===== src/rtl/mmio_input_port.sv =====
`default_nettype none
// ==================================================================================
// mmio_input_port: synchronized switches and debounced keys with a W1C press register.
// Optional MMIO_INPUT_IRQ_EN adds a key mask register and irq.  Rev 1.0
// ==================================================================================
module mmio_input_port #(
  parameter int          NUM_SW          = 10,
  parameter int          NUM_KEY         = 4,
  parameter int          DEBOUNCE_CYCLES = 500000,
  parameter logic [31:0] SW_ADDR         = 32'hFFFFFFF8,
  parameter logic [31:0] KEY_ADDR        = 32'hFFFFFFF4,
  parameter logic [31:0] EDGE_ADDR       = 32'hFFFFFFF0
) (
  input  logic               clk,
  input  logic               reset_n,
  input  logic [NUM_SW-1:0]  SW,
  input  logic [NUM_KEY-1:0] KEY,
  input  logic [31:0]        addr,
  input  logic               rd_en,
  input  logic               wr_en,
  input  logic [31:0]        wr_data,
  output logic [31:0]        rd_data,
  output logic               hit,
  output logic               irq
);

  localparam int                CNT_W     = (DEBOUNCE_CYCLES > 2) ? $clog2(DEBOUNCE_CYCLES) : 1;
  localparam logic [CNT_W-1:0]  CNT_MAX   = CNT_W'(DEBOUNCE_CYCLES - 1);
  localparam logic [31:0]       MASK_ADDR = 32'hFFFFFFEC;

  logic [NUM_SW-1:0]  sw_sync1_q, sw_q;
  logic [NUM_KEY-1:0] key_sync1_q, key_sync2_q;
  logic [NUM_KEY-1:0] key_s, key_db_q, key_db_d, accept, rise;
  logic [NUM_KEY-1:0] edge_cap_q, edge_cap_d, edge_clr;
  logic               unused_wr_data;

  assign key_s          = ~key_sync2_q;
  assign unused_wr_data = ^wr_data;

  always_ff @(posedge clk) begin
    if (!reset_n) begin
      sw_sync1_q  <= '0;
      sw_q        <= '0;
      key_sync1_q <= '1;
      key_sync2_q <= '1;
    end else begin
      sw_sync1_q  <= SW;
      sw_q        <= sw_sync1_q;
      key_sync1_q <= KEY;
      key_sync2_q <= key_sync1_q;
    end
  end

  // Each key owns a counter; any return to the accepted level restarts it from zero.
  for (genvar i = 0; i < NUM_KEY; i++) begin : g_key
    logic [CNT_W-1:0] cnt_q;
    assign accept[i] = (key_s[i] != key_db_q[i]) && (cnt_q == CNT_MAX);
    always_ff @(posedge clk) begin
      if (!reset_n || key_s[i] == key_db_q[i] || accept[i]) begin
        cnt_q <= '0;
      end else begin
        cnt_q <= cnt_q + 1'b1;
      end
    end
  end

  assign key_db_d   = key_db_q ^ accept;
  assign rise       = accept & key_s;
  assign edge_clr   = (wr_en && addr == EDGE_ADDR) ? wr_data[NUM_KEY-1:0] : '0;
  // Set is ORed in after the clear so a press in the clearing cycle survives.
  assign edge_cap_d = (edge_cap_q & ~edge_clr) | rise;

  always_ff @(posedge clk) begin
    if (!reset_n) begin
      key_db_q   <= '0;
      edge_cap_q <= '0;
    end else begin
      key_db_q   <= key_db_d;
      edge_cap_q <= edge_cap_d;
    end
  end

`ifdef MMIO_INPUT_IRQ_EN
  logic [NUM_KEY-1:0] mask_q;
  logic               irq_q;

  always_ff @(posedge clk) begin
    if (!reset_n) begin
      mask_q <= '0;
      irq_q  <= 1'b0;
    end else begin
      if (wr_en && addr == MASK_ADDR) mask_q <= wr_data[NUM_KEY-1:0];
      irq_q <= |(edge_cap_q & mask_q);
    end
  end

  assign irq = irq_q;
`else
  assign irq = 1'b0;
`endif

  always_comb begin
    hit     = 1'b0;
    rd_data = '0;
    if (addr == SW_ADDR) begin
      hit                 = 1'b1;
      rd_data[NUM_SW-1:0] = sw_q;
    end else if (addr == KEY_ADDR) begin
      hit                  = 1'b1;
      rd_data[NUM_KEY-1:0] = key_db_q;
    end else if (addr == EDGE_ADDR) begin
      hit                  = 1'b1;
      rd_data[NUM_KEY-1:0] = edge_cap_q;
    end
`ifdef MMIO_INPUT_IRQ_EN
    else if (addr == MASK_ADDR) begin
      hit                  = 1'b1;
      rd_data[NUM_KEY-1:0] = mask_q;
    end
`endif
    if (!rd_en) rd_data = '0;
  end

endmodule
`default_nettype wire


===== config.mk =====
export PLATFORM = sky130hd
export DESIGN_NAME = mmio_input_port
export DESIGN_NICKNAME = d
export VERILOG_FILES = /design/src/rtl/mmio_input_port.sv
export SDC_FILE = /design/constraint.sdc
export NUM_CORES = 1
export LEC_CHECK = 0
export ABC_AREA = 1
export CAP_MARGIN = 20
export CORE_MARGIN = 5
export CORE_UTILIZATION = 45
export DETAILED_ROUTE_END_ITERATION = 16
export PLACE_DENSITY = 0.72
export REMOVE_ABC_BUFFERS = 1
export SLEW_MARGIN = 5
export SYNTH_ARGS = -nofsm -noshare
export SYNTH_HDL_FRONTEND = slang
export SYNTH_SLANG_ARGS = --single-unit

===== constraint.sdc =====
create_clock -name clk -period 1.7 [get_ports clk]
set_input_delay 0.17 -clock clk [delete_from_list [all_inputs] [get_ports clk]]
set_output_delay 0.17 -clock clk [all_outputs]
set_load 0.02 [all_outputs]

# ---- Word level (Yosys, flattened, before mapping)
# Index checks and enable logic that the tools add are counted.
# W data, S select, Z words.
dict set report word_totals {
  register_bits 112
  inputBits 82
  output_inout_bits 34
  wordCells 58
}
dict set report classes {
  addsub 4
  eq_ne 15
  muxes 9
  n_bitwise 6
  reduce_logical 14
}
# cell count
set ops {}
lappend ops {{$eq A32 B32 Y1 const B} 3}
lappend ops {{$add A19 B1 Y19 const B} 4}
lappend ops {{$eq A19 B19 Y1 const B} 4}
lappend ops {{$mux W4} 4}
lappend ops {{$mux W10} 1}
lappend ops {{$and A4 B4 Y4} 2}
lappend ops {{$logic_or A1 B1 Y1} 8}
lappend ops {{$not A4 Y4} 2}
lappend ops {{$mux W6} 1}
lappend ops {{$logic_and A1 B1 Y1} 5}
lappend ops {{$eq A1 B1 Y1} 4}
lappend ops {{$ne A1 B1 Y1} 4}
lappend ops {{$or A4 B4 Y4} 1}
lappend ops {{$xor A4 B4 Y4} 1}
lappend ops {{$mux W1} 3}
lappend ops {{$logic_not A1 Y1} 1}

# ---- Depth between registers and ports, before layout
dict set report logic_depth {
  word_depth 6
  depth_mapped 9
}

# ---- Worst setup path before layout
# OpenSTA, ideal clock, no wires.
dict set report synth_path {
  path_type {flip-flop to flip-flop}
  from {reg g_key[2].cnt_q[0]}
  to {reg g_key[2].cnt_q[13]}
  setup_ns 0.114
  t_arrival_ns 1.434
  required_ns 1.586
  setup_slack_ns 0.151
  stages_incl_launch_ff 10
  n_path_buf 1
  period_less_slack_ns 1.549
  cell_sequence {dfxtp_1 ha_1 nand2_2 nor2_4 inv_2 nor3_4 nand2_2 nand2_4 buf_6 nor2_1}
}
dict set report synth_between {
  elab_chain_len 3
}
# item line
set synth_lines {}
lappend synth_lines {{start: declaration} 56} ;# logic [CNT_W-1:0] cnt_q;
lappend synth_lines {{start signal: assignment} 62} ;# cnt_q <= cnt_q + 1'b1;
lappend synth_lines {{branches (longest 3 deep; another with $add A19 B1 Y19)} -}
# Several ways; the timed one is not identified.
# A chain may end at the register's enable or synchronous reset.

# ---- Worst setup path in the final report
dict set report layout_path {
  from {in addr[12]}
  to {out rd_data[3]}
}
dict set report layout_between {
  elab_chain_len 5
}
# item line
set layout_lines {}
lappend layout_lines {{start: declaration} 18} ;# input logic [31:0] addr,
lappend layout_lines {{$eq A32 B32 Y1} 111} ;# end else if (addr == EDGE_ADDR) begin
lappend layout_lines {{$mux W4} 111}
lappend layout_lines {{$mux W4} 108} ;# end else if (addr == KEY_ADDR) begin
lappend layout_lines {{$mux W4 (*)} 105} ;# if (addr == SW_ADDR) begin
lappend layout_lines {{$mux W10 (*)} 121} ;# if (!rd_en) rd_data = '0;
lappend layout_lines {{end: declaration} 22} ;# output logic [31:0] rd_data,
# Mark *: on every way between the ends. The rest lies on a longest branch, timed or not.

==> impl_results.md <==
- Vias in the first global route: 4595
- Post-synthesis instance total: 797
- Synth cell count leaders: nand2_1 (157), nor2_1 (128), inv_1 (113), dfxtp_1 (112), nand3_1 (47)
- Post-route non-filler standard cell count: 1064
- Finished Core Util: 57.1%
- Post-synthesis adder-cell area fraction: 0.890%
- Yosys cell types: 37
- Grt ovf: 0
- Diodes inserted: 0
- Worst hold path type: primary input to flip-flop
- Hold endpoint: sw_sync1_q[4]
- Unrepaired setup endpoints after global routing: true
- Layout cell share with drive strength beyond 1: 13.4%
- Yosys warning total: 0
- Final min period: 1.62 ns
- ANT nets after route: 0
- Avg Inst Size Synth: 7.06 um2
- Area grow syn2layout: 23.0%
- Die area: 0.0148 mm2
- Drt via density: 4.71
- Num CTS Buffers: 9
- Drt total wl: 12300 um
- Cell family with most CP delay: simple AND/OR/NAND/NOR gates
- DRC viols: 0
- Hpwl dp: 9180 um
- Clock H-tree levels: 3
- # setup viols final: 0
- DRT iter0 DRCs: 303
- Worst vdd ir: 0.000563 V
- Die width: 122 um
- Clock Path Buffers: 2
- Post-synth EDFFs: 0
- Number of core rows: 40
- Global-route wire length before repair: 21000 um
- Port bufs: 64
- Hold Crit Depth: 3
- Worst Path Required: 1.53 ns
- Largest stage delay, worst path: 0.19 ns
- Clock-pin slew on the worst setup and hold paths: 0.07 ns
- Asr flop ratio synth: 0%
- CTS tree: done
- Worst R2R Setup Slack: 0.15 ns
- WHS: 0.345 ns
- Largest net degree at the start of global routing: 21
- Critical path type: primary input to primary output
- Final Hold Vio Count: 0
- Cell taking the most area after synthesis: dfxtp_1
- Worst reg2reg path depth: 7
- CP max FO: 4
- WP buf/inv: 4
- Nets: 977
- Cells along the critical path: dlygate4sd2_1 > nand2_1 > nor2_1 > nand2_2 > buf_4 > nor2_2 > nand4_1 > nand3_2 > nand2_1 > inv_1 > buf_6
- Critical Path AT: 1.45 ns
- Type of destination of the critical path: primary output
- Worst skew pair latency: 0.35 ns
- Initial Util: 46.4%
- Mux contribution to synthesized area: 0%
- Largest family of logic cells by synthesized area: simple AND/OR/NAND/NOR gates
- Worst R2R Start: g_key[3].cnt_q[1]
- Top-count cell post-synth: nand2_1
- Root Buffer: clkbuf_16
- Fmax: 617 MHz
- Clock skew: 0.00891 ns
- Tcrit/Tclk final: 95.4%
- Total Routing Usage GR: 17.0%
- CTS sink cnt: 112
- Synth Area in Compound Gates: 4.47%
- Routability cong.: 0.833
- Multi-input gate area: 0.00289 mm2
- Synth top area share: 39.9%
- Core area: 0.0121 mm2
- Register Area: 0.00224 mm2
- Die height: 122 um
- CP Launch Type: primary input
- Ys flop type: dfxtp_1
- Final slew viol count: 0
- Crit path top cell by count: nand2_1
- PD cells: 716 mW/mm2
- P_leak: 2.66 nW
- R2R Path End: g_key[3].cnt_q[15]
- WL/cell: 11.6 um
- Hold_buf cts: 0
- Fill cells: 1154
- Sequential area share after synthesis: 39.9%
- Max cap viols: 0
- Initial antenna violation count: 0
- Hold path start: SW[4]
- Xor and xnor fraction of the mapped netlist area: 4.83%
- IO Count: 116
- Dpl cells: 1041
- Post-synthesis register bit count: 112
- Status: finished clean
- Simple-gate share of the synthesized area: 37.7%
- Vias: 5016
- Total Neg Setup Slack: 0 ns
- First-pass DRT Iterations: 5
- Slowest CP cell: dlygate4sd2_1
- Mapped cell area: 0.00563 mm2
- Synth area leaders: dfxtp_1 (40%), nand2_1 (10%), nor2_1 (8.5%)
registers in the layout, indices dropped and copies added (netlist names):
signal	count
g_key.cnt_q	76
sw_q	10
sw_sync1_q	10
edge_cap_q	4
key_db_q	4
key_sync1_q	4
key_sync2_q	4
worst max path at each step:
stage	startpoint	to	slack (ns)	depth (start not counted)
2_1_floorplan	g_key[2].cnt_q[0]	g_key[2].cnt_q[13]	0.22	8
3_3_place_gp	addr[5]	rd_data[0]	-0.64	10
3_5_place_dp	addr[5]	rd_data[2]	-0.69	10
4_1_cts	addr[3]	rd_data[3]	0.0005	10
5_1_grt	addr[14]	rd_data[3]	-0.009	12
6_report	addr[12]	rd_data[3]	0.08	11
what timing repair did:
item,in CTS,in global routing
hold endpoints to repair,0,0
setup endpoints to repair,11,34
cloned,1,0
setup buffers,3,3
pin swaps,33,5
resized for setup,112,6
worst register-to-register path, cell delays in order, from the launching register on:
cell     delay (ns)
dfxtp_1        0.36
ha_1           0.23
nand2_1        0.09
nor2_1         0.14
and2_4         0.17
nand3_2        0.13
nand3_4        0.22
nor2_1         0.09
metrics by stage:
stage	setup WS, ns	total power [mW]	area, um2
4_1_cts	0.000484	4.99	6870
5_1_grt	-0.00947	5.15	6920
3_5_place_dp	-0.686	3.01	6500
6_report	0.0790	4.95	6920
2_1_floorplan	0.217	2.84	5460
3_3_place_gp	-0.639	3.01	6500
cells by family after synthesis:
group | after synthesis
other | 1
DFF | 112
xor gates and xnor gates | 31
buffers and inverters | 150
adders and majority gates | 4
AOI/OAI and AO/OA | 48
and+or+nand+nor | 451
layout by cell type, fill, tap and decap left out, types with 5 or more instances in the layout:
| master | n |
|---|---|
| inv_2 | 5 |
| clkbuf_16 | 9 |
| nand2_2 | 6 |
| nor2_4 | 5 |
| xor2_1 | 25 |
| nor3_1 | 27 |
| dfxtp_1 | 112 |
| nand3b_1 | 6 |
| o21ai_0 | 9 |
| nand3_2 | 11 |
| buf_4 | 31 |
| nand2_1 | 155 |
| nand3_1 | 38 |
| clkdlybuf4s50_1 | 21 |
| nand4_1 | 43 |
| buf_6 | 7 |
| inv_1 | 111 |
| a21oi_1 | 34 |
| nor2_2 | 6 |
| or2_2 | 13 |
| conb_1 | 23 |
| dlygate4sd2_1 | 31 |
| nor2_1 | 123 |
| xnor2_1 | 6 |
power by group:
part,internal [mW],switching [mW],leakage [nW],total [mW]
logic,0.127,0.144,1.62,0.271
clock network,1.05,0.968,0.137,2.01
registers,2.65,0.0104,0.908,2.67
metal layers:
metal | part of all wire, % | vias up | GRT usage (%)
met3 | 4.3 | 17 | 4.74
li1 | - | 2673 | -
met1 | 45 | 2249 | 21.6
met2 | 49 | 77 | 29.3
met4 | 1.0 | 0 | 2.80
met5 | 0 | - | 0
final cells by class:
cell class                 count  share of cell area [%]
clock buffer                  11                    3.51
clock inverter                 5                   0.561
inverter                     116                    6.29
multi-input combinational    557                    41.7
sequential                   112                    32.4
tap                          168                    3.04
timing repair buffer          95                    12.5
Power figures use the tool's default switching activity.
